==> config.mk <==
export PLATFORM = sky130hd
export DESIGN_NAME = edge_detector_multi_flat
export DESIGN_NICKNAME = d
export VERILOG_FILES = /design/src/rtl/edge_det_pkg.sv /design/src/rtl/edge_detector_multi_if.sv /design/src/rtl/edge_det_channel.sv /design/src/rtl/edge_detector_multi.sv /design/src/flat_wrapper.sv
export SDC_FILE = /design/constraint.sdc
export NUM_CORES = 1
export LEC_CHECK = 0
export ABC_AREA = 1
export CAP_MARGIN = 20
export CORE_MARGIN = 8
export CORE_UTILIZATION = 45
export DETAILED_ROUTE_END_ITERATION = 6
export HOLD_SLACK_MARGIN = 0.03
export MAX_ROUTING_LAYER = met4
export PLACE_DENSITY = 0.76
export SKIP_LAST_GASP = 1
export SYNTH_ARGS = -nofsm -noshare
export SYNTH_HDL_FRONTEND = slang
export SYNTH_SLANG_ARGS = --single-unit
export TNS_END_PERCENT = 5
==> constraint.sdc <==
create_clock -name iClk -period 3.3 [get_ports iClk]
set_input_delay 0.825 -clock iClk [delete_from_list [all_inputs] [get_ports iClk]]
set_output_delay 0.825 -clock iClk [all_outputs]
set_load 0.01 [all_outputs]
==> src/rtl/edge_det_pkg.sv <==
// -----------------------------------------------------------------------------
// edge_det_pkg
// Shared definitions for the multi-channel edge detector:
//   - mode_e          : per-channel edge selection encoding
//   - DEF_*           : default synchroniser depth and debounce length
//   - mode_allows()   : whether a mode reports a rising or a falling toggle
// -----------------------------------------------------------------------------
package edge_det_pkg;

  typedef enum logic [1:0] {
    MODE_OFF  = 2'b00,
    MODE_RISE = 2'b01,
    MODE_FALL = 2'b10,
    MODE_BOTH = 2'b11
  } mode_e;

  localparam int DEF_SYNC_STAGES     = 2;
  localparam int DEF_DEBOUNCE_CYCLES = 3;

  // True when a toggle in the given direction should produce a pulse.
  function automatic logic mode_allows(input logic [1:0] mode, input logic rising);
    if (rising) begin
      return (mode == MODE_RISE) || (mode == MODE_BOTH);
    end
    return (mode == MODE_FALL) || (mode == MODE_BOTH);
  endfunction

endpackage

==> src/rtl/edge_detector_multi_if.sv <==
// -----------------------------------------------------------------------------
// edge_detector_multi_if
// Bundles the per-channel inputs and outputs of edge_detector_multi.
//   iSig    raw asynchronous inputs                 (master -> slave)
//   iMode   2 bits per channel, [2c+1:2c]           (master -> slave)
//   iClear  level-sensitive sticky clear            (master -> slave)
//   oLevel  debounced level                         (slave -> master)
//   oPulse  one-cycle edge pulse                    (slave -> master)
//   oSticky latched event flags                     (slave -> master)
//   oAny    OR of oSticky                           (slave -> master)
// There is no valid/ready handshake: every signal is a plain level sampled
// or updated on each iClk edge.
// -----------------------------------------------------------------------------
interface edge_detector_multi_if #(
  parameter int NUM_CH = 4
);
  logic [NUM_CH-1:0]   iSig;
  logic [2*NUM_CH-1:0] iMode;
  logic [NUM_CH-1:0]   iClear;
  logic [NUM_CH-1:0]   oLevel;
  logic [NUM_CH-1:0]   oPulse;
  logic [NUM_CH-1:0]   oSticky;
  logic                oAny;

  modport master (
    output iSig, iMode, iClear,
    input  oLevel, oPulse, oSticky, oAny
  );

  modport slave (
    input  iSig, iMode, iClear,
    output oLevel, oPulse, oSticky, oAny
  );
endinterface

==> src/rtl/edge_det_channel.sv <==
// -----------------------------------------------------------------------------
// edge_det_channel
// One channel: synchroniser chain, debounce counter, edge pulse, sticky flag.
// Ports:
//   i_clk, i_rst   clock, asynchronous active-high reset
//   i_sig          raw asynchronous input
//   i_mode         edge selection (mode_e encoding)
//   i_clear        sticky clear, level-sensitive
//   o_level        debounced level
//   o_pulse        registered one-cycle pulse on an enabled toggle
//   o_sticky       latched event flag
//   o_sticky_nxt   next-state sticky, used by the top for the aligned OR
// -----------------------------------------------------------------------------
module edge_det_channel
  import edge_det_pkg::*;
#(
  parameter int SYNC_STAGES     = DEF_SYNC_STAGES,
  parameter int DEBOUNCE_CYCLES = DEF_DEBOUNCE_CYCLES,
  parameter int CNT_W           = 8,
  parameter bit RESET_LEVEL     = 1'b0
) (
  input  logic       i_clk,
  input  logic       i_rst,
  input  logic       i_sig,
  input  logic [1:0] i_mode,
  input  logic       i_clear,
  output logic       o_level,
  output logic       o_pulse,
  output logic       o_sticky,
  output logic       o_sticky_nxt
);

  localparam logic [CNT_W-1:0] LP_CNT_LAST = CNT_W'(DEBOUNCE_CYCLES - 1);

  logic [SYNC_STAGES-1:0] r_sync;
  logic [CNT_W-1:0]       r_cnt;
  logic                   r_level;
  logic                   r_pulse;
  logic                   r_sticky;

  logic w_s;
  logic w_diff;
  logic w_accept;
  logic w_pulse_nxt;
  logic w_sticky_nxt;

  assign w_s      = r_sync[SYNC_STAGES-1];
  assign w_diff   = (w_s != r_level);
  // The counter only climbs while the level disagrees, so it stops at
  // LP_CNT_LAST and cannot wrap.
  assign w_accept = w_diff && (r_cnt == LP_CNT_LAST);

  // Mode is looked at only on the accepting edge.
  assign w_pulse_nxt  = w_accept && mode_allows(i_mode, w_s);
  // Set has priority over clear.
  assign w_sticky_nxt = w_pulse_nxt || (r_sticky && !i_clear);

  always_ff @(posedge i_clk or posedge i_rst) begin
    if (i_rst) begin
      r_sync   <= {SYNC_STAGES{RESET_LEVEL}};
      r_cnt    <= '0;
      r_level  <= RESET_LEVEL;
      r_pulse  <= 1'b0;
      r_sticky <= 1'b0;
    end else begin
      r_sync   <= {r_sync[SYNC_STAGES-2:0], i_sig};
      r_pulse  <= w_pulse_nxt;
      r_sticky <= w_sticky_nxt;
      if (!w_diff) begin
        r_cnt <= '0;
      end else if (w_accept) begin
        r_level <= w_s;
        r_cnt   <= '0;
      end else begin
        r_cnt <= r_cnt + CNT_W'(1);
      end
    end
  end

  assign o_level      = r_level;
  assign o_pulse      = r_pulse;
  assign o_sticky     = r_sticky;
  assign o_sticky_nxt = w_sticky_nxt;

endmodule

==> src/rtl/edge_detector_multi.sv <==
// -----------------------------------------------------------------------------
// edge_detector_multi
// NUM_CH independent edge-detector channels plus a shared "any event" flag.
// Ports:
//   iClk  system clock
//   iRst  asynchronous active-high reset
//   bus   edge_detector_multi_if.slave: iSig, iMode, iClear in;
//         oLevel, oPulse, oSticky, oAny out
// -----------------------------------------------------------------------------
module edge_detector_multi
  import edge_det_pkg::*;
#(
  parameter int NUM_CH          = 4,
  parameter int SYNC_STAGES     = DEF_SYNC_STAGES,
  parameter int DEBOUNCE_CYCLES = DEF_DEBOUNCE_CYCLES,
  parameter int CNT_W           = 8,
  parameter bit RESET_LEVEL     = 1'b0
) (
  input logic                  iClk,
  input logic                  iRst,
  edge_detector_multi_if.slave bus
);

  logic [NUM_CH-1:0] w_level;
  logic [NUM_CH-1:0] w_pulse;
  logic [NUM_CH-1:0] w_sticky;
  logic [NUM_CH-1:0] w_sticky_nxt;
  logic              r_any;

  for (genvar c = 0; c < NUM_CH; c++) begin : g_ch
    edge_det_channel #(
      .SYNC_STAGES     (SYNC_STAGES),
      .DEBOUNCE_CYCLES (DEBOUNCE_CYCLES),
      .CNT_W           (CNT_W),
      .RESET_LEVEL     (RESET_LEVEL)
    ) u_ch (
      .i_clk        (iClk),
      .i_rst        (iRst),
      .i_sig        (bus.iSig[c]),
      .i_mode       (bus.iMode[2*c +: 2]),
      .i_clear      (bus.iClear[c]),
      .o_level      (w_level[c]),
      .o_pulse      (w_pulse[c]),
      .o_sticky     (w_sticky[c]),
      .o_sticky_nxt (w_sticky_nxt[c])
    );
  end

  // OR of the next-state flags keeps oAny on the same cycle as oSticky.
  always_ff @(posedge iClk or posedge iRst) begin
    if (iRst) begin
      r_any <= 1'b0;
    end else begin
      r_any <= |w_sticky_nxt;
    end
  end

  assign bus.oLevel  = w_level;
  assign bus.oPulse  = w_pulse;
  assign bus.oSticky = w_sticky;
  assign bus.oAny    = r_any;

endmodule
==> src/flat_wrapper.sv <==
// flat-port wrapper written by rule: the top's interface ports become plain ports
module edge_detector_multi_flat import edge_det_pkg::*;
#(
  parameter int NUM_CH          = 4,
  parameter int SYNC_STAGES     = DEF_SYNC_STAGES,
  parameter int DEBOUNCE_CYCLES = DEF_DEBOUNCE_CYCLES,
  parameter int CNT_W           = 8,
  parameter bit RESET_LEVEL     = 1'b0
)
  (iClk, iRst, bus_iSig, bus_iMode, bus_iClear, bus_oLevel, bus_oPulse, bus_oSticky, bus_oAny);
  edge_detector_multi_if #(.NUM_CH(NUM_CH)) bus_i ();
  input logic iClk;
  input logic iRst;
  input wire logic [$bits(bus_i.iSig)-1:0] bus_iSig;
  input wire logic [$bits(bus_i.iMode)-1:0] bus_iMode;
  input wire logic [$bits(bus_i.iClear)-1:0] bus_iClear;
  output wire logic [$bits(bus_i.oLevel)-1:0] bus_oLevel;
  output wire logic [$bits(bus_i.oPulse)-1:0] bus_oPulse;
  output wire logic [$bits(bus_i.oSticky)-1:0] bus_oSticky;
  output wire logic [$bits(bus_i.oAny)-1:0] bus_oAny;
  assign bus_i.iSig = bus_iSig;
  assign bus_i.iMode = bus_iMode;
  assign bus_i.iClear = bus_iClear;
  assign bus_oLevel = bus_i.oLevel;
  assign bus_oPulse = bus_i.oPulse;
  assign bus_oSticky = bus_i.oSticky;
  assign bus_oAny = bus_i.oAny;
  edge_detector_multi #(.NUM_CH(NUM_CH), .SYNC_STAGES(SYNC_STAGES), .DEBOUNCE_CYCLES(DEBOUNCE_CYCLES), .CNT_W(CNT_W), .RESET_LEVEL(RESET_LEVEL)) u_core (.iClk(iClk), .iRst(iRst), .bus(bus_i));
endmodule
==> impl_metrics.xml <==
<?xml version="1.0" encoding="UTF-8"?>
<metrics>
  <group name="sta">
    <metric name="finalSetupTns" unit="ns">0</metric>
    <metric name="skew" unit="ns">0.00662</metric>
    <metric name="layout_min_cycle_time" unit="ns">2.12</metric>
    <metric name="max_transition_margin" unit="">0.569</metric>
    <metric name="tightestPinTransition" unit="ns">0.646</metric>
    <metric name="final.period_utilization" unit="">0.641</metric>
    <metric name="finalHoldViolCount" unit="">0</metric>
    <metric name="maxSlewViolCount" unit="">0</metric>
    <metric name="finalSetupViolCount" unit="">0</metric>
    <metric name="fmaxAchievable" unit="MHz">473</metric>
    <metric name="grt_setup_unrepaired" unit="">no</metric>
  </group>
  <group name="floorplan">
    <metric name="die_y" unit="µm">90.2</metric>
    <metric name="die-area" unit="mm²">0.00814</metric>
    <metric name="floorplan.initialDensity" unit="">0.459</metric>
    <metric name="num_rows" unit="">27</metric>
    <metric name="die_width" unit="µm">90.2</metric>
    <metric name="io_pins" unit="">31</metric>
    <metric name="design.core.area" unit="mm²">0.00541</metric>
  </group>
  <group name="synthesis">
    <metric name="yosysTopAreaCellShare" unit="">0.535</metric>
    <metric name="edff_count_synth" unit="">0</metric>
    <metric name="postSynthRegisterBits" unit="">53</metric>
    <metric name="yosys_synthesis_warning_count" unit="">0</metric>
    <metric name="synth_ff_type" unit="">sky130_fd_sc_hd__dfrtp_1</metric>
    <metric name="synth.cells.most_frequent" unit="">sky130_fd_sc_hd__nand2_1 (54), sky130_fd_sc_hd__dfrtp_1 (53), sky130_fd_sc_hd__nor2_1 (52), sky130_fd_sc_hd__inv_1 (25)</metric>
    <metric name="ys_async_sr_fraction" unit="">1.00</metric>
    <metric name="synth.largest_area_cell" unit="">sky130_fd_sc_hd__dfrtp_1</metric>
    <metric name="synth.top_cells.by_area" unit="">sky130_fd_sc_hd__dfrtp_1 (53%), sky130_fd_sc_hd__nand2_1 (8.2%), sky130_fd_sc_hd__nor2_1 (7.9%)</metric>
    <metric name="synth_cell_type_count" unit="">20</metric>
    <metric name="postSynthCellCount" unit="">264</metric>
    <metric name="yosysSeqAreaShare" unit="">0.535</metric>
    <metric name="synth.net_count" unit="">290</metric>
    <metric name="combined_area_of_all_synthesized_cells" unit="mm²">0.00248</metric>
    <metric name="cell_with_the_most_instances_after_synthesis" unit="">sky130_fd_sc_hd__nand2_1</metric>
    <metric name="post_synth.cell_area_avg" unit="µm²">9.39</metric>
  </group>
  <group name="worst_setup_path">
    <metric name="r2r-start" unit="">u_core.g_ch[0].u_ch.r_cnt[0]$_DFF_PP0_</metric>
    <metric name="r2r-end" unit="">u_core.g_ch[0].u_ch.r_cnt[6]$_DFF_PP0_</metric>
    <metric name="worst-r2r-cell-count" unit="">5</metric>
    <metric name="crit_path_max_delay_cell_type" unit="">sky130_fd_sc_hd__clkdlybuf4s50_1</metric>
    <metric name="critPathBufInv" unit="">1</metric>
    <metric name="worst_setup_path_start_kind" unit="">flop</metric>
    <metric name="crit_family" unit="">buffers and inverters</metric>
    <metric name="cpPeakStageDelay" unit="ns">0.57</metric>
    <metric name="cp.depth" unit="">1</metric>
    <metric name="setup.reg_to_reg.worst_slack" unit="ns">2.00</metric>
    <metric name="worst-setup-path-type" unit="">flop to output port</metric>
    <metric name="timing.critical_path.required" unit="ns">2.47</metric>
    <metric name="end_kind" unit="">output port</metric>
    <metric name="critical_path_peak_fanout" unit="">3</metric>
    <metric name="crit_chain" unit="">clkdlybuf4s50_1</metric>
    <metric name="worst-endpoint-arrival" unit="ns">1.29</metric>
  </group>
  <group name="routing">
    <metric name="drt-wirelength-per-cell" unit="µm">11.7</metric>
    <metric name="num_vias" unit="">1635</metric>
    <metric name="drt_first_iter_violations" unit="">62</metric>
    <metric name="viasPerCell" unit="">4.50</metric>
    <metric name="detailedRoute.firstPassIterationCount" unit="">4</metric>
    <metric name="remaining_drc_errors" unit="">0</metric>
    <metric name="final_antenna_net_count" unit="">0</metric>
    <metric name="drt-total-wl" unit="mm">4.23</metric>
  </group>
  <group name="global_routing">
    <metric name="first_pass_grt_wire_length" unit="mm">7.46</metric>
    <metric name="grt.overflow.total" unit="">0</metric>
    <metric name="grt_pass1_vias" unit="">1699</metric>
    <metric name="maximum_number_of_pins_on_one_net_before_global_route_repair" unit="">54</metric>
    <metric name="groute.usage.overall" unit="">0.113</metric>
    <metric name="antenna_found_initial" unit="">0</metric>
  </group>
  <group name="cts">
    <metric name="tritoncts_clock_tree" unit="">yes</metric>
    <metric name="worstSkewPairLatency" unit="ns">0.30</metric>
    <metric name="cts_hold_buffers" unit="">0</metric>
    <metric name="clock_path_buffers" unit="">2</metric>
    <metric name="h-tree-depth" unit="">2</metric>
    <metric name="post_cts.repair.setup_buffers" unit="">0</metric>
    <metric name="cts_sinks" unit="">53</metric>
    <metric name="clock-root-buffer" unit="">sky130_fd_sc_hd__clkbuf_8</metric>
    <metric name="postCtsResizedCells" unit="">0</metric>
    <metric name="clkTransAtPathRegs" unit="ns">0.09</metric>
    <metric name="cts-buffers-inserted" unit="">5</metric>
  </group>
  <group name="cells_and_area">
    <metric name="drive_gt1_frac" unit="">0.113</metric>
    <metric name="nNetsFinal" unit="">316</metric>
    <metric name="post-route-cell-area" unit="mm²">0.00290</metric>
    <metric name="area.growth.synth_to_final" unit="%">17.1</metric>
    <metric name="fin_cells" unit="">363</metric>
    <metric name="antenna_cells_inserted" unit="">0</metric>
  </group>
  <group name="place">
    <metric name="hpwlAfterDp" unit="mm">3.16</metric>
    <metric name="gp_congestion" unit="">0.785</metric>
    <metric name="io_buffer_count" unit="">30</metric>
    <metric name="detailed_place.area" unit="mm²">0.00279</metric>
    <metric name="place_inst" unit="">355</metric>
  </group>
  <group name="min_path">
    <metric name="worstHoldPathCells" unit="">0</metric>
    <metric name="hold-path-endpoint" unit="">u_core.g_ch[0].u_ch.r_sync[1]$_DFF_PP0_</metric>
    <metric name="hold_path.class" unit="">flop to flop</metric>
    <metric name="hold_path_startpoint" unit="">u_core.g_ch[0].u_ch.r_sync[0]$_DFF_PP0_</metric>
  </group>
  <group name="flow_run">
    <metric name="drv.max_cap_violation_count" unit="">0</metric>
  </group>
  <group name="status">
    <metric name="run_status" unit="">complete, no violations</metric>
  </group>
  <group name="power_and_ir_drop">
    <metric name="total_power" unit="mW">1.74</metric>
    <metric name="power.ir.vdd_worst" unit="mV">0.432</metric>
    <metric name="leakage" unit="nW">1.43</metric>
    <metric name="pwr_density_cell" unit="mW/mm²">599</metric>
  </group>
</metrics>
cells by family (layout without fill, tap and decap cells):
| logic type | after synthesis | after routing | synth area share |
|---|---|---|---|
| AND/OR/NAND/NOR | 130 | 130 | 0.230 |
| adder cells (fa/ha/maj) | 8 | 8 | 0.0404 |
| buffers and inverters | 41 | 68 | 0.0802 |
| flip-flops | 53 | 53 | 0.535 |
| XOR/XNOR | 17 | 17 | 0.0721 |
| AO/OA/AOI/OAI | 15 | 15 | 0.0424 |
flip-flops by register name, summed over array words and instances (netlist names):
register and count:
u_core.bus.oAny 1, u_core.g_ch.u_ch.o_level 4, u_core.g_ch.u_ch.o_pulse 4, u_core.g_ch.u_ch.o_sticky 4
u_core.g_ch.u_ch.r_cnt 32, u_core.g_ch.u_ch.r_sync 8
per-stage QoR:
step / hold slack (ns) / setup WS [ns] / utilization
after detailed placement: 0.338 / 1.44 / 0.516
after global placement: 0.333 / 1.46 / 0.516
after CTS: 0.359 / 1.16 / 0.537
final: 0.357 / 1.18 / 0.537
after global routing: 0.365 / 1.12 / 0.537
after floorplan: 0.331 / 1.19 / -
power breakdown:
part / total (mW) / switching [mW] / internal [mW]
Clock: 0.446 / 0.199 / 0.247
Sequential: 0.833 / 0.0870 / 0.746
Combinational: 0.459 / 0.263 / 0.196
worst max path at each step:
stage	from	to	slack, ns
6_report	u_core.g_ch[1].u_ch.o_level$_DFFE_PP0P_	bus_oLevel[1]	1.18
5_1_grt	u_core.g_ch[1].u_ch.o_level$_DFFE_PP0P_	bus_oLevel[1]	1.12
4_1_cts	u_core.g_ch[1].u_ch.o_level$_DFFE_PP0P_	bus_oLevel[1]	1.16
3_5_place_dp	bus_iMode[0]	u_core.bus.oAny$_DFF_PP0_	1.44
3_3_place_gp	bus_iMode[0]	u_core.bus.oAny$_DFF_PP0_	1.46
2_1_floorplan	iRst	u_core.bus.oAny$_DFF_PP0_	1.19
layer usage:
metal,track usage,share of wire
met5,-,0
met4,0.0485,0.012
met3,0.0299,0.039
met2,0.181,0.49
met1,0.132,0.46
area by class of cell:
type | instances | area (µm²)
well taps | 72 | 90.1
clock inverters | 1 | 30.0
fillers | 491 | 2500
inverters | 29 | 109
flip-flops and latches | 53 | 1330
repair buffers | 31 | 308
clock buffers | 7 | 86.3
multi-input cells | 170 | 955
layout by cell type (no fill, tap or decap):
master and count:
sky130_fd_sc_hd__nand4_1 4, sky130_fd_sc_hd__o21ai_0 4, sky130_fd_sc_hd__nand2_2 2, sky130_fd_sc_hd__o21ai_1 3, sky130_fd_sc_hd__inv_1 24, sky130_fd_sc_hd__nor3b_2 4
sky130_fd_sc_hd__a211oi_2 4, sky130_fd_sc_hd__bufinv_16 1, sky130_fd_sc_hd__nor2_1 52, sky130_fd_sc_hd__xnor2_1 1, sky130_fd_sc_hd__clkdlybuf4s50_1 30, sky130_fd_sc_hd__ha_1 8
sky130_fd_sc_hd__inv_2 5, sky130_fd_sc_hd__nand3_2 2, sky130_fd_sc_hd__xor2_2 4, sky130_fd_sc_hd__dfrtp_1 53, sky130_fd_sc_hd__buf_4 1, sky130_fd_sc_hd__nor2_2 4
sky130_fd_sc_hd__a21oi_1 4, sky130_fd_sc_hd__clkbuf_1 1, sky130_fd_sc_hd__nand2_1 54, sky130_fd_sc_hd__nand3_1 8, sky130_fd_sc_hd__xor2_1 12, sky130_fd_sc_hd__clkbuf_8 6
(Power assumes the default switching activity.)
